### src/rtl/vga_arb_pkg.sv
// Shared constants for the VGA pixel arbiter: default pixel field widths and arbitration modes.
// Also provides the grant index width helper used by the interface and the top.
package vga_arb_pkg;
   localparam int DEF_COORD_W  = 15;
   localparam int DEF_COLOUR_W = 9;
   localparam int MODE_FIXED   = 0;
   localparam int MODE_RR      = 1;

   function automatic int grant_w(input int n);
      return (n > 1) ? $clog2(n) : 1;
   endfunction
endpackage

### src/rtl/vga_pixel_arbiter_if.sv
// Channel-side write requests and VGA-side pixel outputs of the pixel arbiter.
// master drives requests and observes outputs; slave is the arbiter itself.
interface vga_pixel_arbiter_if
   import vga_arb_pkg::*;
#(
   parameter int NUM_CH   = 2,
   parameter int COORD_W  = DEF_COORD_W,
   parameter int COLOUR_W = DEF_COLOUR_W
) ();
   localparam int GW = grant_w(NUM_CH);

   logic                         enable;
   logic [NUM_CH-1:0]            ch_valid;
   logic [NUM_CH-1:0]            ch_ready;
   logic [NUM_CH*COORD_W-1:0]    ch_coord;
   logic [NUM_CH*COLOUR_W-1:0]   ch_colour;
   logic [NUM_CH-1:0]            ch_flush;
   logic [NUM_CH-1:0]            ch_empty;
   logic [COORD_W-1:0]           coordinates;
   logic [COLOUR_W-1:0]          colour;
   logic                         VGA_write_enable;
   logic [GW-1:0]                grant_ch;

   modport master (
      output enable, ch_valid, ch_coord, ch_colour, ch_flush,
      input  ch_ready, ch_empty, coordinates, colour, VGA_write_enable, grant_ch
   );

   modport slave (
      input  enable, ch_valid, ch_coord, ch_colour, ch_flush,
      output ch_ready, ch_empty, coordinates, colour, VGA_write_enable, grant_ch
   );
endinterface

### src/rtl/vga_pixel_arbiter_fifo.sv
// Per-channel pixel FIFO with synchronous flush; head entry is visible combinationally on dout.
// Push refused when full (even if popped that cycle); flush overrides push and pop.
module pixel_fifo #(
   parameter int DEPTH = 4,
   parameter int W     = 24
) (
   input  logic         clk,
   input  logic         resetn,
   input  logic         push,
   input  logic         pop,
   input  logic         flush,
   input  logic [W-1:0] din,
   output logic [W-1:0] dout,
   output logic         full,
   output logic         empty
);
   localparam int AW = $clog2(DEPTH);

   logic [AW:0]  wr_ptr;
   logic [AW:0]  rd_ptr;
   logic [W-1:0] mem [DEPTH];
   logic         do_push;
   logic         do_pop;

   // Extra pointer MSB distinguishes full from empty when the index bits match.
   assign full    = (wr_ptr[AW] != rd_ptr[AW]) && (wr_ptr[AW-1:0] == rd_ptr[AW-1:0]);
   assign empty   = (wr_ptr == rd_ptr);
   assign do_push = push && !full && !flush;
   assign do_pop  = pop && !empty && !flush;
   assign dout    = mem[rd_ptr[AW-1:0]];

   always_ff @(posedge clk or negedge resetn) begin
      if (!resetn) begin
         wr_ptr <= '0;
         rd_ptr <= '0;
      end else if (flush) begin
         wr_ptr <= '0;
         rd_ptr <= '0;
      end else begin
         if (do_push) wr_ptr <= wr_ptr + 1'b1;
         if (do_pop)  rd_ptr <= rd_ptr + 1'b1;
      end
   end

   always_ff @(posedge clk) begin
      if (do_push) mem[wr_ptr[AW-1:0]] <= din;
   end
endmodule

### src/rtl/vga_pixel_arbiter.sv
// Arbitrates NUM_CH pixel-writer FIFOs onto one VGA write port, one pixel per cycle (fixed priority or round-robin).
// A popped pixel reaches the registered outputs one cycle after its pop edge; enable=0 stalls pops but not pushes.
module vga_pixel_arbiter
   import vga_arb_pkg::*;
#(
   parameter int NUM_CH   = 2,
   parameter int DEPTH    = 4,
   parameter int COORD_W  = DEF_COORD_W,
   parameter int COLOUR_W = DEF_COLOUR_W,
   parameter int MODE     = MODE_FIXED
) (
   input  logic                clk,
   input  logic                resetn,
   vga_pixel_arbiter_if.slave  bus
);
   localparam int W  = COORD_W + COLOUR_W;
   localparam int GW = grant_w(NUM_CH);

   logic [NUM_CH-1:0] full;
   logic [NUM_CH-1:0] empty;
   logic [NUM_CH-1:0] eligible;
   logic [NUM_CH-1:0] pop;
   logic [W-1:0]      fifo_dout [NUM_CH];

   logic              found;
   logic [GW-1:0]     sel;
   logic [W-1:0]      sel_dat;

   logic              p_vld;
   logic [W-1:0]      p_dat;
   logic [GW-1:0]     p_gnt;
   logic [GW-1:0]     last_grant;

   logic              out_we;
   logic [COORD_W-1:0]  out_coord;
   logic [COLOUR_W-1:0] out_colour;
   logic [GW-1:0]     out_grant;

   for (genvar g = 0; g < NUM_CH; g++) begin : g_fifo
      pixel_fifo #(.DEPTH(DEPTH), .W(W)) u_fifo (
         .clk    (clk),
         .resetn (resetn),
         .push   (bus.ch_valid[g]),
         .pop    (pop[g]),
         .flush  (bus.ch_flush[g]),
         .din    ({bus.ch_coord[g*COORD_W +: COORD_W], bus.ch_colour[g*COLOUR_W +: COLOUR_W]}),
         .dout   (fifo_dout[g]),
         .full   (full[g]),
         .empty  (empty[g])
      );
   end

   assign bus.ch_ready = ~full;
   assign bus.ch_empty = empty;
   assign eligible     = bus.enable ? (~empty & ~bus.ch_flush) : '0;

   // Round-robin: first look above last_grant, then wrap to the low indices.
   always_comb begin
      found   = 1'b0;
      sel     = '0;
      sel_dat = '0;
      pop     = '0;
      for (int i = 0; i < NUM_CH; i++) begin
         if (!found && eligible[i] && (MODE == MODE_FIXED || i > int'(last_grant))) begin
            found   = 1'b1;
            sel     = GW'(i);
            sel_dat = fifo_dout[i];
            pop[i]  = 1'b1;
         end
      end
      if (MODE == MODE_RR) begin
         for (int i = 0; i < NUM_CH; i++) begin
            if (!found && eligible[i]) begin
               found   = 1'b1;
               sel     = GW'(i);
               sel_dat = fifo_dout[i];
               pop[i]  = 1'b1;
            end
         end
      end
   end

   always_ff @(posedge clk or negedge resetn) begin
      if (!resetn) begin
         p_vld      <= 1'b0;
         p_dat      <= '0;
         p_gnt      <= '0;
         last_grant <= GW'(NUM_CH - 1);
         out_we     <= 1'b0;
         out_coord  <= '0;
         out_colour <= '0;
         out_grant  <= '0;
      end else begin
         p_vld <= found;
         if (found) begin
            p_dat      <= sel_dat;
            p_gnt      <= sel;
            last_grant <= sel;
         end
         // The issued pixel drains to the outputs regardless of enable.
         out_we <= p_vld;
         if (p_vld) begin
            out_coord  <= p_dat[W-1:COLOUR_W];
            out_colour <= p_dat[COLOUR_W-1:0];
            out_grant  <= p_gnt;
         end else begin
            out_coord  <= '0;
            out_colour <= '0;
         end
      end
   end

   assign bus.VGA_write_enable = out_we;
   assign bus.coordinates      = out_coord;
   assign bus.colour           = out_colour;
   assign bus.grant_ch         = out_grant;
endmodule

### src/flat_wrapper.sv
// flat-port wrapper written by rule: the top's interface ports become plain ports
module vga_pixel_arbiter_flat import vga_arb_pkg::*;
#(
   parameter int NUM_CH   = 2,
   parameter int DEPTH    = 4,
   parameter int COORD_W  = DEF_COORD_W,
   parameter int COLOUR_W = DEF_COLOUR_W,
   parameter int MODE     = MODE_FIXED
)
  (clk, resetn, bus_enable, bus_ch_valid, bus_ch_coord, bus_ch_colour, bus_ch_flush, bus_ch_ready, bus_ch_empty, bus_coordinates, bus_colour, bus_VGA_write_enable, bus_grant_ch);
  vga_pixel_arbiter_if #(.NUM_CH(NUM_CH), .COORD_W(COORD_W), .COLOUR_W(COLOUR_W)) bus_i ();
  input  logic clk;
  input  logic resetn;
  input wire logic [$bits(bus_i.enable)-1:0] bus_enable;
  input wire logic [$bits(bus_i.ch_valid)-1:0] bus_ch_valid;
  input wire logic [$bits(bus_i.ch_coord)-1:0] bus_ch_coord;
  input wire logic [$bits(bus_i.ch_colour)-1:0] bus_ch_colour;
  input wire logic [$bits(bus_i.ch_flush)-1:0] bus_ch_flush;
  output wire logic [$bits(bus_i.ch_ready)-1:0] bus_ch_ready;
  output wire logic [$bits(bus_i.ch_empty)-1:0] bus_ch_empty;
  output wire logic [$bits(bus_i.coordinates)-1:0] bus_coordinates;
  output wire logic [$bits(bus_i.colour)-1:0] bus_colour;
  output wire logic [$bits(bus_i.VGA_write_enable)-1:0] bus_VGA_write_enable;
  output wire logic [$bits(bus_i.grant_ch)-1:0] bus_grant_ch;
  assign bus_i.enable = bus_enable;
  assign bus_i.ch_valid = bus_ch_valid;
  assign bus_i.ch_coord = bus_ch_coord;
  assign bus_i.ch_colour = bus_ch_colour;
  assign bus_i.ch_flush = bus_ch_flush;
  assign bus_ch_ready = bus_i.ch_ready;
  assign bus_ch_empty = bus_i.ch_empty;
  assign bus_coordinates = bus_i.coordinates;
  assign bus_colour = bus_i.colour;
  assign bus_VGA_write_enable = bus_i.VGA_write_enable;
  assign bus_grant_ch = bus_i.grant_ch;
  vga_pixel_arbiter #(.NUM_CH(NUM_CH), .DEPTH(DEPTH), .COORD_W(COORD_W), .COLOUR_W(COLOUR_W), .MODE(MODE)) u_core (.clk(clk), .resetn(resetn), .bus(bus_i));
endmodule
### config.mk
export PLATFORM = sky130hd
export DESIGN_NAME = vga_pixel_arbiter_flat
export DESIGN_NICKNAME = d
export VERILOG_FILES = /design/src/rtl/vga_arb_pkg.sv /design/src/rtl/vga_pixel_arbiter_if.sv /design/src/rtl/vga_pixel_arbiter_fifo.sv /design/src/rtl/vga_pixel_arbiter.sv /design/src/flat_wrapper.sv
export SDC_FILE = /design/constraint.sdc
export NUM_CORES = 1
export LEC_CHECK = 0
export CAP_MARGIN = 10
export CELL_PAD_IN_SITES_DETAIL_PLACEMENT = 1
export CELL_PAD_IN_SITES_GLOBAL_PLACEMENT = 2
export CORE_UTILIZATION = 47
export DETAILED_ROUTE_END_ITERATION = 10
export PLACE_DENSITY = 0.81
export SYNTH_ARGS = -nofsm -noshare
export SYNTH_HDL_FRONTEND = slang
export SYNTH_SLANG_ARGS = --single-unit
### constraint.sdc
create_clock -name clk -period 3.8 [get_ports clk]
set_input_delay 0.38 -clock clk [delete_from_list [all_inputs] [get_ports clk]]
set_output_delay 0.38 -clock clk [all_outputs]
set_load 0.02 [all_outputs]
==> out/metrics.json <==
{
  "run_status": {"value": "finished clean"},
  "clock_tree.buffer_depth": {"value": 3},
  "final_hold_viol_count": {"value": 0},
  "syn-instance-count": {"value": 531},
  "cts_sinks": {"value": 256},
  "worst_ep_required_time": {"value": 3420, "unit": "ps"},
  "largest_net_degree_at_the_start_of_global_routing": {"value": 44},
  "synth_cell_types": {"value": 34},
  "htree_num_levels": {"value": 1},
  "portion_of_total_power_attributed_to_sequential_cells": {"value": 48.7, "unit": "%"},
  "mappedNetlistNets": {"value": 596},
  "timing.hold.worst.class": {"value": "in -> async"},
  "worst-path-max-fanout": {"value": 27},
  "number_of_design_rule_violations_left_after_detail_routing": {"value": 0},
  "power_density": {"value": 588, "unit": "mW/mm^2"},
  "post_dp_cell_area": {"value": 0.0110, "unit": "mm^2"},
  "p_leak": {"value": 4.18, "unit": "nW"},
  "num-nets-final": {"value": 696},
  "io-pin-count": {"value": 85},
  "area_delta_synth_final": {"value": 20.2, "unit": "%"},
  "cts_resized": {"value": 0},
  "holdBufCountCts": {"value": 0},
  "synth.yosys.seq_area_share": {"value": 74.5, "unit": "%"},
  "clockPowerShare": {"value": 37.0, "unit": "%"},
  "clk_pin_slew": {"value": 60, "unit": "ps"},
  "ys_warn_count": {"value": 0},
  "wire_length_of_the_first_global_routing_pass": {"value": 31800, "unit": "um"},
  "finalSetupViolations": {"value": 0},
  "synth_largest_type_area_fraction": {"value": 58.3, "unit": "%"},
  "slew-limit-headroom": {"value": 27.7, "unit": "%"},
  "initial_core_util": {"value": 48.4, "unit": "%"},
  "synth_commonest_cells": {"value": "sky130_fd_sc_hd__edfxtp_1 (192), sky130_fd_sc_hd__dfrtp_1 (64), sky130_fd_sc_hd__mux4_2 (48)"},
  "synth.ff_latch_count": {"value": 256},
  "overflow_after_grt": {"value": 0},
  "crit_arrival": {"value": 2490, "unit": "ps"},
  "net-switching-power": {"value": 1.67, "unit": "mW"},
  "critPathKind": {"value": "reg -> out"},
  "post-synth-top-area-cell": {"value": "sky130_fd_sc_hd__edfxtp_1"},
  "clock_tree_from_tritoncts": {"value": "built"},
  "drt_pass_1_iters": {"value": 4},
  "post-route-min-period": {"value": 2870, "unit": "ps"},
  "route.top_layer_used": {"value": "met4"},
  "p_comb_share": {"value": 14.4, "unit": "%"},
  "total_power": {"value": 6.99, "unit": "mW"},
  "end_kind": {"value": "output pin"},
  "rows": {"value": 52},
  "cellInternalPower": {"value": 5.32, "unit": "mW"},
  "final.setup.tns": {"value": 0, "unit": "ps"},
  "finalWirelength": {"value": 20000, "unit": "um"},
  "cp_startpoint_kind": {"value": "flip-flop"},
  "cts_inserted_buffers": {"value": 26},
  "drive_above_1_share": {"value": 17.1, "unit": "%"},
  "detailedRoute.firstIterationViolations": {"value": 192},
  "slew_violations": {"value": 0},
  "post-route-period-util": {"value": 75.7, "unit": "%"},
  "final_area": {"value": 0.0119, "unit": "mm^2"},
  "postCtsSetupRepairBufs": {"value": 0},
  "synthTopCellsByArea": {"value": "sky130_fd_sc_hd__edfxtp_1 (58%), sky130_fd_sc_hd__dfrtp_1 (16%), sky130_fd_sc_hd__mux4_2 (11%)"},
  "vias_per_cell": {"value": 5.37},
  "most_instantiated_library_cell_after_synthesis": {"value": "sky130_fd_sc_hd__edfxtp_1"},
  "maxCapViolations": {"value": 0},
  "m1WireLength": {"value": 8800, "unit": "um"},
  "met2WireLength": {"value": 10100, "unit": "um"},
  "die_w": {"value": 147, "unit": "um"},
  "final_core_utilization": {"value": 58.2, "unit": "%"},
  "clk_root_buffer_cell": {"value": "sky130_fd_sc_hd__clkbuf_16"},
  "die_h": {"value": 147, "unit": "um"},
  "clkLatencyLatePin": {"value": 530, "unit": "ps"},
  "routabilityCongestion": {"value": 0.732},
  "avgRoutedWirePerCell": {"value": 21.8, "unit": "um"},
  "syn-cell-area": {"value": 0.00989, "unit": "mm^2"},
  "die_area": {"value": 0.0216, "unit": "mm^2"},
  "wl_met3": {"value": 673, "unit": "um"},
  "synth_async_sr_flop_share": {"value": 25.0, "unit": "%"},
  "io_buffers": {"value": 84},
  "worst_vdd_drop": {"value": 0.000394, "unit": "V"},
  "fin_worst_skew": {"value": 5.08, "unit": "ps"},
  "synth_flop_cell": {"value": "sky130_fd_sc_hd__edfxtp_1"},
  "antennaDiodeCount": {"value": 0},
  "mean_post_synth_cell_area": {"value": 18.6, "unit": "um^2"},
  "worst-slew-pin-transition": {"value": 1080, "unit": "ps"},
  "first_global_vias": {"value": 5566},
  "detailroute.via_count": {"value": 4945},
  "rsz0062_at_grt": {"value": "false"},
  "sw_frac_of_total": {"value": 23.9, "unit": "%"},
  "max_clock_freq": {"value": 348, "unit": "MHz"},
  "synth-edff-count": {"value": 192},
  "core_area": {"value": 0.0204, "unit": "mm^2"},
  "number_of_antenna_violations_at_the_first_check_in_global_routing": {"value": 0},
  "place_hpwl": {"value": 12500, "unit": "um"},
  "grt_util_all_layers": {"value": 19.5, "unit": "%"},
  "ant_nets": {"value": 0}
}
-- registers in the layout, indices dropped and copies added, names as in the netlist --
| signal | cells |
|---|---|
| u_core.bus.VGA_write_enable | 1 |
| u_core.bus.coordinates | 15 |
| u_core.g_fifo.u_fifo.wr_ptr | 6 |
| u_core.p_vld | 1 |
| u_core.p_dat | 24 |
| u_core.g_fifo.u_fifo.mem | 192 |
| u_core.bus.colour | 9 |
| u_core.p_gnt | 1 |
| u_core.g_fifo.u_fifo.rd_ptr | 6 |
| u_core.bus.grant_ch | 1 |
-- logic make-up after synthesis --
| group | Yosys count | share of synthesized area (%) |
|---|---|---|
| AOI/OAI and AO/OA | 41 | 3.59 |
| buffers and inverters | 54 | 2.68 |
| xor gates and xnor gates | 15 | 1.40 |
| and+or+nand+nor | 102 | 5.16 |
| muxes | 53 | 11.4 |
| adders and majority gates | 10 | 1.26 |
| DFF | 256 | 74.5 |
-- critical path, cell delays in order, from the launching register on --
cell                              delay [ps]
sky130_fd_sc_hd__dfrtp_1                 330
sky130_fd_sc_hd__buf_4                   360
sky130_fd_sc_hd__xor2_1                  490
sky130_fd_sc_hd__or3_1                   190
sky130_fd_sc_hd__clkdlybuf4s50_1         600
-- stage by stage --
step / setup slack (ps) / hold WS, ps / cells
after floorplan: 1530 / 84.4 / 531
after global placement: 1370 / 471 / 873
after detailed placement: 1270 / 478 / 873
after CTS: 890 / 30.3 / 921
after global routing: 778 / 88.3 / 921
final: 925 / 5.48 / 921
-- layer usage --
metal / track usage, % / vias up
li1: - / 2230
met1: 26.3 / 2579
met2: 32.9 / 103
met3: 2.98 / 33
met4: 6.24 / 0
met5: 0 / -
-- final timing paths --
check	start	depth (start not counted)	slack [ps]	endpoint
hold / removal	resetn	1	5	u_core.g_fifo[1].u_fifo.wr_ptr[2]
hold reg to reg	u_core.p_dat[1]	1	490	u_core.bus.colour[1]
min in group clk	bus_ch_coord[22]	1	490	u_core.g_fifo[1].u_fifo.mem[0][16]
setup / recovery	u_core.g_fifo[1].u_fifo.rd_ptr[1]	4	930	bus_ch_ready[1]
max in group asynchronous	resetn	2	2930	u_core.bus.colour[2]
setup reg to reg	u_core.g_fifo[1].u_fifo.rd_ptr[1]	6	1230	u_core.g_fifo[1].u_fifo.mem[2][16]
-- cell usage in the layout, fill, tap and decap left out, types with 2 or more instances in the layout --
cell type,count
sky130_fd_sc_hd__o21ai_0,3
sky130_fd_sc_hd__nor2_1,11
sky130_fd_sc_hd__nand2b_1,3
sky130_fd_sc_hd__and2_1,32
sky130_fd_sc_hd__xor2_1,8
sky130_fd_sc_hd__o221a_2,3
sky130_fd_sc_hd__mux4_2,48
sky130_fd_sc_hd__xnor2_1,6
sky130_fd_sc_hd__nor3_1,2
sky130_fd_sc_hd__ha_1,10
sky130_fd_sc_hd__o311ai_0,2
sky130_fd_sc_hd__a31oi_1,2
sky130_fd_sc_hd__o211ai_1,21
sky130_fd_sc_hd__bufinv_16,3
sky130_fd_sc_hd__inv_1,28
sky130_fd_sc_hd__or3_1,2
sky130_fd_sc_hd__clkbuf_1,7
sky130_fd_sc_hd__a21oi_1,2
sky130_fd_sc_hd__dfrtp_1,64
sky130_fd_sc_hd__clkbuf_8,4
sky130_fd_sc_hd__clkinv_1,3
sky130_fd_sc_hd__clkdlybuf4s50_1,83
sky130_fd_sc_hd__mux2i_1,4
sky130_fd_sc_hd__edfxtp_1,192
sky130_fd_sc_hd__clkbuf_16,27
sky130_fd_sc_hd__clkinv_2,4
sky130_fd_sc_hd__buf_4,14
sky130_fd_sc_hd__o31ai_1,3
sky130_fd_sc_hd__nand2_1,27
sky130_fd_sc_hd__nand3_1,24
-- area by class of cell --
cell class | instances | area [um^2]
Clock buffer | 38 | 757
Clock inverter | 10 | 121
Fill cell | 1861 | 8540
Inverter | 28 | 105
Multi-Input combinational cell | 221 | 2260
Sequential cell | 256 | 7370
Tap cell | 270 | 338
Timing Repair Buffer | 98 | 941
-- power by group through the flow --
| stage | sequential, mW | combinational [mW] | clock (mW) |
|---|---|---|---|
| after floorplan | 3.46 | 0.629 | 0 |
| after global placement | 3.44 | 0.990 | 0 |
| after detailed placement | 3.45 | 1.02 | 0 |
| after CTS | 3.41 | 1.03 | 2.64 |
| after global routing | 3.43 | 1.10 | 2.72 |
| final | 3.40 | 1.00 | 2.59 |
(Power assumes the default switching activity.)
